### config.mk
export PLATFORM = sky130hd
export DESIGN_NAME = hazard_ctrl
export DESIGN_NICKNAME = d
export VERILOG_FILES = /design/src/rtl/hazard_ctrl.sv
export SDC_FILE = /design/constraint.sdc
export NUM_CORES = 1
export LEC_CHECK = 0
export ABC_AREA = 1
export ABC_CLOCK_PERIOD_IN_PS = 2650
export CAP_MARGIN = 20
export CORE_ASPECT_RATIO = 1.2
export CORE_MARGIN = 2
export CORE_UTILIZATION = 50
export DETAILED_ROUTE_END_ITERATION = 8
export DONT_BUFFER_PORTS = 1
export HOLD_SLACK_MARGIN = 0.02
export PLACE_DENSITY = 0.75
export SLEW_MARGIN = 20
export SYNTH_ARGS = -nofsm -noshare
export SYNTH_HDL_FRONTEND = slang
export SYNTH_SLANG_ARGS = --single-unit
### constraint.sdc
create_clock -name clk -period 2.65 [get_ports clk]
set_clock_uncertainty 0.15 [all_clocks]
set_input_delay 0.265 -clock clk [delete_from_list [all_inputs] [get_ports clk]]
set_output_delay 0.265 -clock clk [all_outputs]
set_load 0.1 [all_outputs]
### src/rtl/hazard_ctrl.sv
// rtl/hazard_ctrl.sv - hazard unit: E-stage forwarding, load-use/MDU stalls, branch flush, stall counter
module hazard_ctrl #(
  parameter int AW         = 5,
  parameter int LOAD_STALL = 1,
  parameter int ZERO_REG   = 1,
  parameter int CNT_W      = 32
) (
  input  logic             clk,
  input  logic             rst_n,
  input  logic [AW-1:0]    Rs1D,
  input  logic [AW-1:0]    Rs2D,
  input  logic [AW-1:0]    Rs1E,
  input  logic [AW-1:0]    Rs2E,
  input  logic [AW-1:0]    RdE,
  input  logic [AW-1:0]    RdM,
  input  logic [AW-1:0]    RdW,
  input  logic             MemReadE,
  input  logic             RegWriteM,
  input  logic             RegWriteW,
  input  logic             PCSrcE,
  input  logic             MduReqE,
  input  logic             MduDone,
  output logic [1:0]       ForwardAE,
  output logic [1:0]       ForwardBE,
  output logic             StallF,
  output logic             StallD,
  output logic             StallE,
  output logic             FlushD,
  output logic             FlushE,
  output logic             FlushM,
  output logic             HazBusy,
  output logic [CNT_W-1:0] StallCycles
);

  typedef enum logic [1:0] {IDLE, LD_STALL, MDU_BUSY} state_t;

  localparam logic [2:0] LD_INIT = 3'(LOAD_STALL - 1);

  state_t     state, state_nx;
  logic [2:0] cnt, cnt_nx;
  logic       lw;

  function automatic logic match(input logic [AW-1:0] a, input logic [AW-1:0] r);
    return (a == r) && ((ZERO_REG == 0) || (a != '0));
  endfunction

  assign lw = MemReadE && (match(Rs1D, RdE) || match(Rs2D, RdE));

  always_comb begin
    ForwardAE = 2'b00;
    ForwardBE = 2'b00;
    if (rst_n) begin
      if (RegWriteM && match(Rs1E, RdM))      ForwardAE = 2'b10;
      else if (RegWriteW && match(Rs1E, RdW)) ForwardAE = 2'b01;
      if (RegWriteM && match(Rs2E, RdM))      ForwardBE = 2'b10;
      else if (RegWriteW && match(Rs2E, RdW)) ForwardBE = 2'b01;
    end
  end

  always_ff @(posedge clk) begin
    if (!rst_n) begin
      state <= IDLE;
      cnt   <= 3'd0;
    end else begin
      state <= state_nx;
      cnt   <= cnt_nx;
    end
  end

  always_comb begin
    state_nx = state;
    cnt_nx   = cnt;
    StallF   = 1'b0;
    StallD   = 1'b0;
    StallE   = 1'b0;
    FlushD   = 1'b0;
    FlushE   = 1'b0;
    FlushM   = 1'b0;
    case (state)
      IDLE: begin
        // MDU wins over a simultaneous (illegal) load; a taken branch squashes the load-use victim
        if (MduReqE && !MduDone) begin
          StallF   = 1'b1;
          StallD   = 1'b1;
          StallE   = 1'b1;
          FlushM   = 1'b1;
          state_nx = MDU_BUSY;
        end else if (PCSrcE) begin
          FlushD = 1'b1;
          FlushE = 1'b1;
        end else if (lw) begin
          StallF = 1'b1;
          StallD = 1'b1;
          FlushE = 1'b1;
          if (LOAD_STALL > 1) begin
            state_nx = LD_STALL;
            cnt_nx   = LD_INIT;
          end
        end
      end
      LD_STALL: begin
        StallF = 1'b1;
        StallD = 1'b1;
        FlushE = 1'b1;
        cnt_nx = cnt - 3'd1;
        if (cnt == 3'd1) state_nx = IDLE;
      end
      MDU_BUSY: begin
        if (!MduDone) begin
          StallF = 1'b1;
          StallD = 1'b1;
          StallE = 1'b1;
          FlushM = 1'b1;
        end else begin
          state_nx = IDLE;
        end
      end
      default: state_nx = IDLE;
    endcase
    if (!rst_n) begin
      StallF = 1'b0;
      StallD = 1'b0;
      StallE = 1'b0;
      FlushD = 1'b1;
      FlushE = 1'b1;
      FlushM = 1'b1;
    end
  end

  assign HazBusy = rst_n && (state != IDLE);

  always_ff @(posedge clk) begin
    if (!rst_n)                   StallCycles <= '0;
    else if (StallF && !(&StallCycles)) StallCycles <= StallCycles + 1'b1;
  end

endmodule

# Word-level counts from Yosys, hierarchy flattened
# Index checks and enable logic that the tools add are counted.
[op_classes] n_eq_ne=12 n_mux=28 add_sub_neg=2 n_reduce_logical=25
[op_table] cell="$add A32 B1 Y32 const B" count=1
[op_table] cell="$reduce_and A32 Y1" count=1
[op_table] cell="$eq A5 B5 Y1" count=6
[op_table] cell="$reduce_bool A5 Y1" count=4
[op_table] cell="$mux W1" count=17
[op_table] cell="$logic_and A1 B1 Y1" count=14
[op_table] cell="$mux W2" count=7
[op_table] cell="$ne A2 B2 Y1 const B" count=3
[op_table] cell="$pmux W2 S3" count=1
[op_table] cell="$pmux W1 S2" count=2
[op_table] cell="$eq A3 B1 Y1 const B" count=1
[op_table] cell="$pmux W1 S3" count=1
[op_table] cell="$reduce_and A3 Y1" count=1
[op_table] cell="$sub A3 B1 Y3 const B" count=1
[op_table] cell="$eq A2 B1 Y1 const B" count=1
[op_table] cell="$eq A2 B2 Y1 const B" count=1
[op_table] cell="$logic_not A1 Y1" count=2
[op_table] cell="$logic_not A2 Y1" count=1
[op_table] cell="$reduce_bool A2 Y1" count=1
[op_table] cell="$logic_or A1 B1 Y1" count=1
[word_totals] output_inout_bits=43 wordCells=70 reg_bits=37

# Longest topological paths before layout
# Gate-level depths: netlist of run 1.
[logic_depth] depth_word=10 depth_mapped=12 depth_no_buf=12

# Least setup slack after synthesis of run 1
# OpenSTA, ideal clock, no wires.
[synth_path] path_type="input to output" startpoint="input port rst_n" endpoint="output port StallF" required_time_ns=2.235 setup_slack_ns=-2.494 path_buffers=3 path_stages=6 arrival_ns=4.729 cell_sequence="clkbuf_2 o21ai_1 a21oi_2 clkbuf_1 a21boi_0 buf_4"
[synth_via] elab_chain_cells=1
[synth_lines] element="start, declared" line_no="9" source="input logic rst_n,"
[synth_lines] element="$mux W1"
[synth_lines] element="end, declared" line_no="25" source="output logic StallF,"
# No other way between the ends.

# Worst setup path after layout of run 1
[layout_path] startpoint="register StallCycles[0]" endpoint="register StallCycles[12]"
[layout_via] elab_chain_cells=3 word_cells_on_any_way=4 classes_between="add/sub (1); reduce/logical (3)"
[layout_lines] element="start, declared" line_no="32" source="output logic [CNT_W-1:0] StallCycles"
[layout_lines] element="start signal, assigned" line_no="134" source="else if (StallF && !(&StallCycles)) StallCycles <= StallCycles + 1'b1;"
[layout_lines] element="branches (longest 3 deep; another with $add A32 B1 Y32)"
# Parallel ways; which one is timed is not known.
# A chain may end at the register's enable or synchronous reset.

==> qor.tcl, run 1 <==
set qor(worstMarginPinSlew_ns) 0.8199
set qor(leakagePower_nw) 1.444
set qor(hold_viol_final) 0
set qor(detail_route.drc_violations) 0
set qor(post_cts_buffers) 0
set qor(post_synth_num_cell_types) 37
set qor(tritoncts) {done}
set qor(cts-resized-gates) 0
set qor(share_seq_of_total_power_pct) 43.1
set qor(period_share_pct) 84.09
set qor(clk_transition_reported_paths_ns) 0.07
set qor(die_w_um) 72.53
set qor(finalCoreUtilization_pct) 62.00
set qor(final_worst_path_period_need_ns) 2.228
set qor(num_rows) 29
set qor(max_freq_mhz) 448.7
set qor(timing.critical_path.arrival_ns) 2.29
set qor(post_synth_instance_area_um2) 2818
set qor(final_worst_path_setup_slack_ns) 0.4215
set qor(pwr_density_cell_nw_per_um2) 349.2
set qor(clock_sink_count) 33
set qor(outcome) {complete, no violations}
set qor(routed-wl-met2_um) 4421
set qor(drt-pass1-iter-count) 4
set qor(initialDrtViolationCount) 128
set qor(fp.dieArea_um2) 6255
set qor(cts-htree-levels) 2
set qor(ir_worst_vdd_mv) 0.1893
set qor(worst-path-max-fanout) 33
set qor(area_delta_synth_final_pct) 18.16
set qor(cts-buffers-inserted) 5
set qor(maxCapViolations) 0
set qor(routedWlPerCell_um) 14.79
set qor(globalRouteTotalUtil_pct) 27.85
set qor(final_cell_mix) {nand2_1 (177), nor2_1 (68), buf_4 (45)}
set qor(switching_power_mw) 0.3663
set qor(dp_slack_ns) 0.4307
set qor(coreArea_um2) 5370
set qor(final-setup-viol-count) 0
set qor(tightest_hold_check_type) {primary input to register}
set qor(ys.warnings.count) 0
set qor(total_power_mw) 1.163
set qor(worstPathRequired_ns) 2.72
set qor(worstSetupStartpointType) {register}
set qor(swShare_pct) 31.50
set qor(route.layer.met1.wl_um) 3498
set qor(critical_path_start_end_classification) {register to register}
set qor(final_net_count) 566
set qor(comb_power_share_pct) 19.7
set qor(grt_setup_unrepaired) {false}
set qor(drt_antenna_net_count) 0
set qor(highest-signal-layer) {met4}
set qor(routability_congestion) 0.9831
set qor(n_antenna_cell) 0
set qor(port_buffers) 0
set qor(drt_wl_total_um) 8652
set qor(dpl-instance-area_um2) 3218
set qor(endpoint_kind) {register}
set qor(maxSlewViolCount) 0
set qor(clock_power_share_pct) 37.2
set qor(synth_net_count) 528
set qor(synth-seq-area-share_pct) 23.45
set qor(grt_pass1_vias) 3165
set qor(start_util_pct) 52.47
set qor(synthesis.area_per_instance_um2) 5.822
set qor(grt_start_max_net_pins) 34
set qor(holdBufCountCts) 1
set qor(layout.cell_area.non_filler_um2) 3329
set qor(grt_remaining_overflow) 0
set qor(wire_length_of_the_first_global_routing_pass_um) 13940
set qor(num_vias) 3213
set qor(final_common_cell) {nand2_1}
set qor(seq_cells_post_synth) 33
set qor(ioPinCount) 86
set qor(post_route_cells_drive_above_1_share_pct) 14.15
set qor(grt_antenna_before_repair) 0
set qor(ctsRootBufferMaster) {clkbuf_8}
set qor(viasPerCell) 5.492
set qor(floorplan.die.height_um) 86.24
set qor(cell_count_after_synthesis) 484
set qor(met3WireLength_um) 515
set qor(clock_path_buffers) 2
set qor(clock_insertion_delay_worst_skew_ns) 0.29
set qor(maxSlewHeadroom_pct) 45.28
set qor(cell_internal_pwr_mw) 0.7965
set qor(post-dp-hpwl_um) 6662
set qor(totalNegativeSetupSlack_ns) 0
## critical path, cell delays in order (launching register included)
cell	delay (ns)
dfxtp_2	0.33
ha_1	0.28
nand2_2	0.10
nor2_4	0.16
nand2_2	0.11
nor2_4	0.15
nand4_4	0.11
nand3_2	0.49
nand2_1	0.11
a21oi_1	0.16
## worst paths after layout
kind / end / cells after the start / slack [ns] / from
worst max-delay path: StallCycles[12] / 9 / 0.42 / StallCycles[0]
worst min-delay path: state[1] / 2 / 0.09 / MduReqE
worst max register to register: StallCycles[12] / 9 / 0.42 / StallCycles[0]
worst min register to register: StallCycles[5] / 2 / 0.38 / StallCycles[5]
## per-stage QoR
step                hold WS, ns  cells
CTS                     0.08643    585
floorplan                0.3257    484
detailed placement       0.2360    576
global route             0.1529    585
global placement         0.2328    576
finish                  0.08991    585
## power groups by stage
stage / logic [mW] / registers [mW] / clock network, mW
2_1_floorplan: 0.171 / 0.530 / 0
4_1_cts: 0.229 / 0.501 / 0.439
5_1_grt: 0.247 / 0.502 / 0.456
3_5_place_dp: 0.227 / 0.513 / 0
3_3_place_gp: 0.224 / 0.512 / 0
6_report: 0.229 / 0.501 / 0.432
## layer usage
metal  up-vias  GRT usage, %
li1       1638             -
met1      1475         29.59
met2        86         53.64
met3        14         5.698
met4         0         8.754
met5         -             0
## layout make-up
class	instances	area, um2
timing repair buffer	48	387.9
clock inverter	1	5.005
fill	557	2041
inverter	44	165.2
multi-input combinational	390	1934
sequential	33	663.1
clock buffer	7	96.34
tap	62	77.57
## cells in the mapped netlist
library cell | instances | area, um2
nor2_2 | 1 | 6.260
a21oi_2 | 1 | 8.760
a211o_1 | 1 | 8.760
inv_1 | 43 | 161.4
nand3_2 | 1 | 10.01
o21ai_1 | 1 | 5.000
a21oi_1 | 32 | 160.2
nor2_4 | 2 | 22.52
nor3_1 | 4 | 20.02
ha_1 | 1 | 12.51
xnor2_1 | 7 | 61.31
clkbuf_2 | 1 | 5.000
o21bai_1 | 1 | 7.510
xor2_1 | 18 | 157.7
nand3b_1 | 14 | 105.1
buf_4 | 1 | 7.510
inv_2 | 1 | 3.750
or2_1 | 1 | 6.260
o22ai_1 | 3 | 18.77
clkbuf_1 | 9 | 33.78
nor3b_1 | 1 | 7.510
or3_1 | 1 | 6.260
a211oi_1 | 1 | 7.510
a21boi_0 | 1 | 7.510
nand2_1 | 177 | 664.4
nor2_1 | 72 | 270.3
nand3_1 | 6 | 30.03
dfxtp_1 | 33 | 660.6
nand4_4 | 1 | 21.27
buf_6 | 4 | 45.04
nor4_1 | 3 | 18.77
a221oi_1 | 1 | 8.760
o2111ai_1 | 1 | 8.760
nand4_1 | 33 | 206.5
buf_2 | 2 | 10.01
nand2_2 | 2 | 12.51
o21ai_0 | 2 | 10.01
## state kept, by name (all words and copies together) (netlist names)
| register | flops |
|---|---|
| state | 1 |
| StallCycles | 32 |
## kinds of logic after synthesis
| kind of cell | Yosys count | synth area share [%] |
|---|---|---|
| and+or+nand+nor | 319 | 49.96 |
| buffers and inverters | 61 | 9.458 |
| AOI/OAI and AO/OA | 45 | 8.926 |
| DFF | 33 | 23.45 |
| xor gates and xnor gates | 25 | 7.771 |
| adders and majority gates | 1 | 0.4440 |
Note: power is estimated with default switching activity, not from simulation.
==> run 2, diff against run 1 <==
--- a/config.mk
+++ b/config.mk
@@ -6,7 +6,7 @@
 export NUM_CORES = 1
 export LEC_CHECK = 0
 export ABC_AREA = 1
-export ABC_CLOCK_PERIOD_IN_PS = 2650
+export ABC_CLOCK_PERIOD_IN_PS = 1800
 export CAP_MARGIN = 20
 export CORE_ASPECT_RATIO = 1.2
 export CORE_MARGIN = 2
@@ -14,7 +14,7 @@
 export DETAILED_ROUTE_END_ITERATION = 8
 export DONT_BUFFER_PORTS = 1
 export HOLD_SLACK_MARGIN = 0.02
-export PLACE_DENSITY = 0.75
+export PLACE_DENSITY = 0.78
 export SLEW_MARGIN = 20
 export SYNTH_ARGS = -nofsm -noshare
 export SYNTH_HDL_FRONTEND = slang
==> constraint.sdc (replaced) <==
create_clock -name clk -period 1.8 [get_ports clk]
set_clock_uncertainty 0.15 [all_clocks]
set_input_delay 0.18 -clock clk [delete_from_list [all_inputs] [get_ports clk]]
set_output_delay 0.18 -clock clk [all_outputs]
set_load 0.1 [all_outputs]
==> run 2 against run 1 <==
Die area stayed put. Via count is 6.3% higher. Total power is 50% higher. Core utilization is 11 points higher. Critical endpoint is now StallCycles[30]. Largest cell class unchanged.
==> qor.tcl, run 2 (synthesis gave the netlist of run 1 again) <==
set qor(multiInputGateArea_um2) 2063 ;# +6.7%
set qor(n_fill_cell) 439 ;# -21%
set qor(met2_track_demand_over_resource_pct) 52.15 ;# -1.5 points
set qor(grt_setup_unrepaired) {true}
set qor(global_route.usage.met3_pct) 4.884 ;# -0.81 points
set qor(globalRouteTotalUtil_pct) 28.55 ;# +0.71 points
set qor(max_freq_mhz) 558.9 ;# +25%
set qor(outcome) {complete, no violations}
set qor(final_net_count) 603 ;# +6.5%
set qor(number_of_flip_flops_in_the_largest_register) 32 ;# unchanged
set qor(grt_antenna_before_repair) 0 ;# unchanged
set qor(maxCapViolations) 0 ;# unchanged
set qor(swShare_pct) 32.39 ;# +0.89 points
set qor(n_antenna_cell) 0 ;# unchanged
set qor(switching_power_mw) 0.5663 ;# +55%
set qor(final_common_cell) {nand2_1}
set qor(start_util_pct) 52.47 ;# unchanged
set qor(dp_slack_ns) 0.01235 ;# -0.4183 ns
set qor(timing.reg2reg.worst_path_depth) 10 ;# +1
set qor(worst-path-max-fanout) 9 ;# -73%
set qor(num_rows) 29 ;# unchanged
set qor(post_route_cells_drive_above_1_share_pct) 29.46 ;# +15 points
set qor(area.sequential_um2) 724.4 ;# +9.2%
set qor(final_cell_mix) {nand2_1 (170), buf_4 (69), nor2_1 (54)}
set qor(timing.hold.worst_endpoint) {state[1]}
set qor(coreArea_um2) 5370 ;# unchanged
set qor(globalRoute.busiestLayer) {met2}
set qor(tightest_hold_check_type) {primary input to register}
set qor(viasPerCell) 5.492 ;# about the same
set qor(clock_insertion_delay_worst_skew_ns) 0.29 ;# about the same
set qor(finalCoreUtilization_pct) 73.37 ;# +11 points
set qor(hold_path.startpoint) {MduDone}
set qor(initialDrtViolationCount) 205 ;# +60%
set qor(drt_wl_total_um) 9641 ;# +11%
set qor(wire_length_of_the_first_global_routing_pass_um) 14160 ;# +1.5%
set qor(ctsRootBufferMaster) {clkbuf_8}
set qor(drt-pass1-iter-count) 6 ;# +2
set qor(final_worst_path_period_need_ns) 1.789 ;# -0.4391 ns
set qor(worstSetupStartpointType) {register}
set qor(comb_power_share_pct) 24.0 ;# +4.3 points
set qor(share_seq_of_total_power_pct) 41.8 ;# -1.3 points
set qor(timing.critical_path.arrival_ns) 1.84 ;# -0.45 ns
set qor(regMostFlops) {StallCycles}
set qor(period_share_pct) 99.41 ;# +15 points
set qor(leakagePower_nw) 1.708 ;# +18%
set qor(whs_path_depth) 3 ;# +1
set qor(maxSlewHeadroom_pct) 73.07 ;# +28 points
set qor(grt_pass1_vias) 3149 ;# -0.51%
set qor(die_w_um) 72.53 ;# unchanged
set qor(grtUsageMet1_pct) 32.52 ;# +2.9 points
set qor(layout.cell_area.non_filler_um2) 3940 ;# +18%
set qor(post-dp-hpwl_um) 6910 ;# +3.7%
set qor(endpoint_kind) {register}
set qor(ir_worst_vdd_mv) 0.3471 ;# +83%
set qor(routedWlPerCell_um) 15.50 ;# +4.8%
set qor(r2r-start) {StallCycles[1]}
set qor(tritoncts) {done}
set qor(top_regs) {StallCycles (32), state (1)}
set qor(worst-r2r-setup-slack_ns) 0.01 ;# -0.41 ns
set qor(clk_transition_reported_paths_ns) 0.07 ;# about the same
set qor(worstPathRequired_ns) 1.85 ;# -0.87 ns
set qor(cell_internal_pwr_mw) 1.182 ;# +48%
set qor(dpl-instance-area_um2) 3647 ;# +13%
set qor(clock_path_buffers) 2 ;# unchanged
set qor(clock_sink_count) 33 ;# unchanged
set qor(maxSlewViolCount) 0 ;# unchanged
set qor(cts-htree-levels) 2 ;# unchanged
set qor(rr_endpoint) {StallCycles[30]}
set qor(grt_remaining_overflow) 0 ;# unchanged
set qor(area_delta_synth_final_pct) 39.83
set qor(final_worst_path_setup_slack_ns) 0.01064 ;# -0.4109 ns
set qor(ioPinCount) 86 ;# unchanged
set qor(worstMarginPinSlew_ns) 0.4040 ;# -0.4159 ns
set qor(drt_antenna_net_count) 0 ;# unchanged
set qor(port_buffers) 0 ;# unchanged
set qor(clock_power_share_pct) 34.2 ;# -3.0 points
set qor(final-setup-viol-count) 0 ;# unchanged
set qor(cts-buffers-inserted) 5 ;# unchanged
set qor(fp.dieArea_um2) 6255 ;# unchanged
set qor(total_power_mw) 1.748 ;# +50%
set qor(grt_start_max_net_pins) 34 ;# unchanged
set qor(floorplan.die.height_um) 86.24 ;# unchanged
set qor(detail_route.drc_violations) 0 ;# unchanged
set qor(routability_congestion) 0.9870 ;# +0.40%
set qor(fin_hold_ws_ns) 0.05557 ;# -0.03434 ns
set qor(pwr_density_cell_nw_per_um2) 443.7 ;# +27%
set qor(critical_path_start_end_classification) {register to register}
set qor(hold_viol_final) 0 ;# unchanged
set qor(num_vias) 3416 ;# +6.3%
## run 2: changes by cell type in the layout (fill, tap and decap cells not counted), sizes merged
cell	previous run	this run
buf	47	81
clkinv	1	0
clkbuf	7	10
dlygate4sd3	1	2
## run 2: power groups by stage
stage               Clock (mW)  Sequential, mW  Combinational (mW)
global route             0.630           0.731               0.443
floorplan                    0           0.772               0.267
detailed placement           0           0.749               0.381
finish                   0.599           0.730               0.419
global placement             0           0.748               0.373
CTS                      0.604           0.731               0.387
## run 2: metrics by stage
step / instances / TNS [ns]
global placement: 604 / 0
global route: 622 / -1.781
detailed placement: 604 / 0
finish: 622 / 0
floorplan: 484 / -6.910
CTS: 614 / 0
## run 2: worst max-delay path, stage by stage (launching register included)
cell     delay [ns]
dfxtp_4        0.37
ha_4           0.15
nand2_4        0.06
nor2_4         0.12
nand2_2        0.08
nor2_4         0.12
nand4_4        0.12
nand3_4        0.17
buf_12         0.15
nand2_1        0.05
a21oi_1        0.16
## run 2: layout make-up
type                       instances  share of cell area, %
inverter                          44                  4.192
clock buffer                       8                  2.286
sequential                        33                  18.39
tap                               62                  1.969
timing repair buffer              85                  20.80
multi-input combinational        390                  52.37
## run 2: timing repair
action	4_1_cts	5_1_grt
endpoints found under the hold margin	4	0
gates cloned	0	3
pin swaps	0	5
hold buffers	2	0
endpoints found under the setup margin	1	34
setup buffers	0	5
gates resized for setup	1	29
## run 2: worst max path at each step
stage / slack, ns / from / cells past startpoint / endpoint
5_1_grt: -0.08 / StallCycles[1] / 10 / StallCycles[5]
4_1_cts: 0.002 / StallCycles[1] / 10 / StallCycles[30]
2_1_floorplan: -0.45 / state[1] / 5 / StallF
6_report: 0.01 / StallCycles[1] / 10 / StallCycles[30]
3_3_place_gp: 0.06 / StallCycles[1] / 9 / StallCycles[11]
3_5_place_dp: 0.01 / StallCycles[1] / 10 / StallCycles[30]
## run 2: metal layers
| layer | wire length (um) | part of all wire (%) | vias to the layer above |
|---|---|---|---|
| li1 | - | - | 1709 |
| met1 | 3654 | 38 | 1475 |
| met2 | 4765 | 49 | 197 |
| met3 | 839 | 8.7 | 35 |
| met4 | 382 | 4.0 | 0 |
| met5 | 0 | 0 | - |
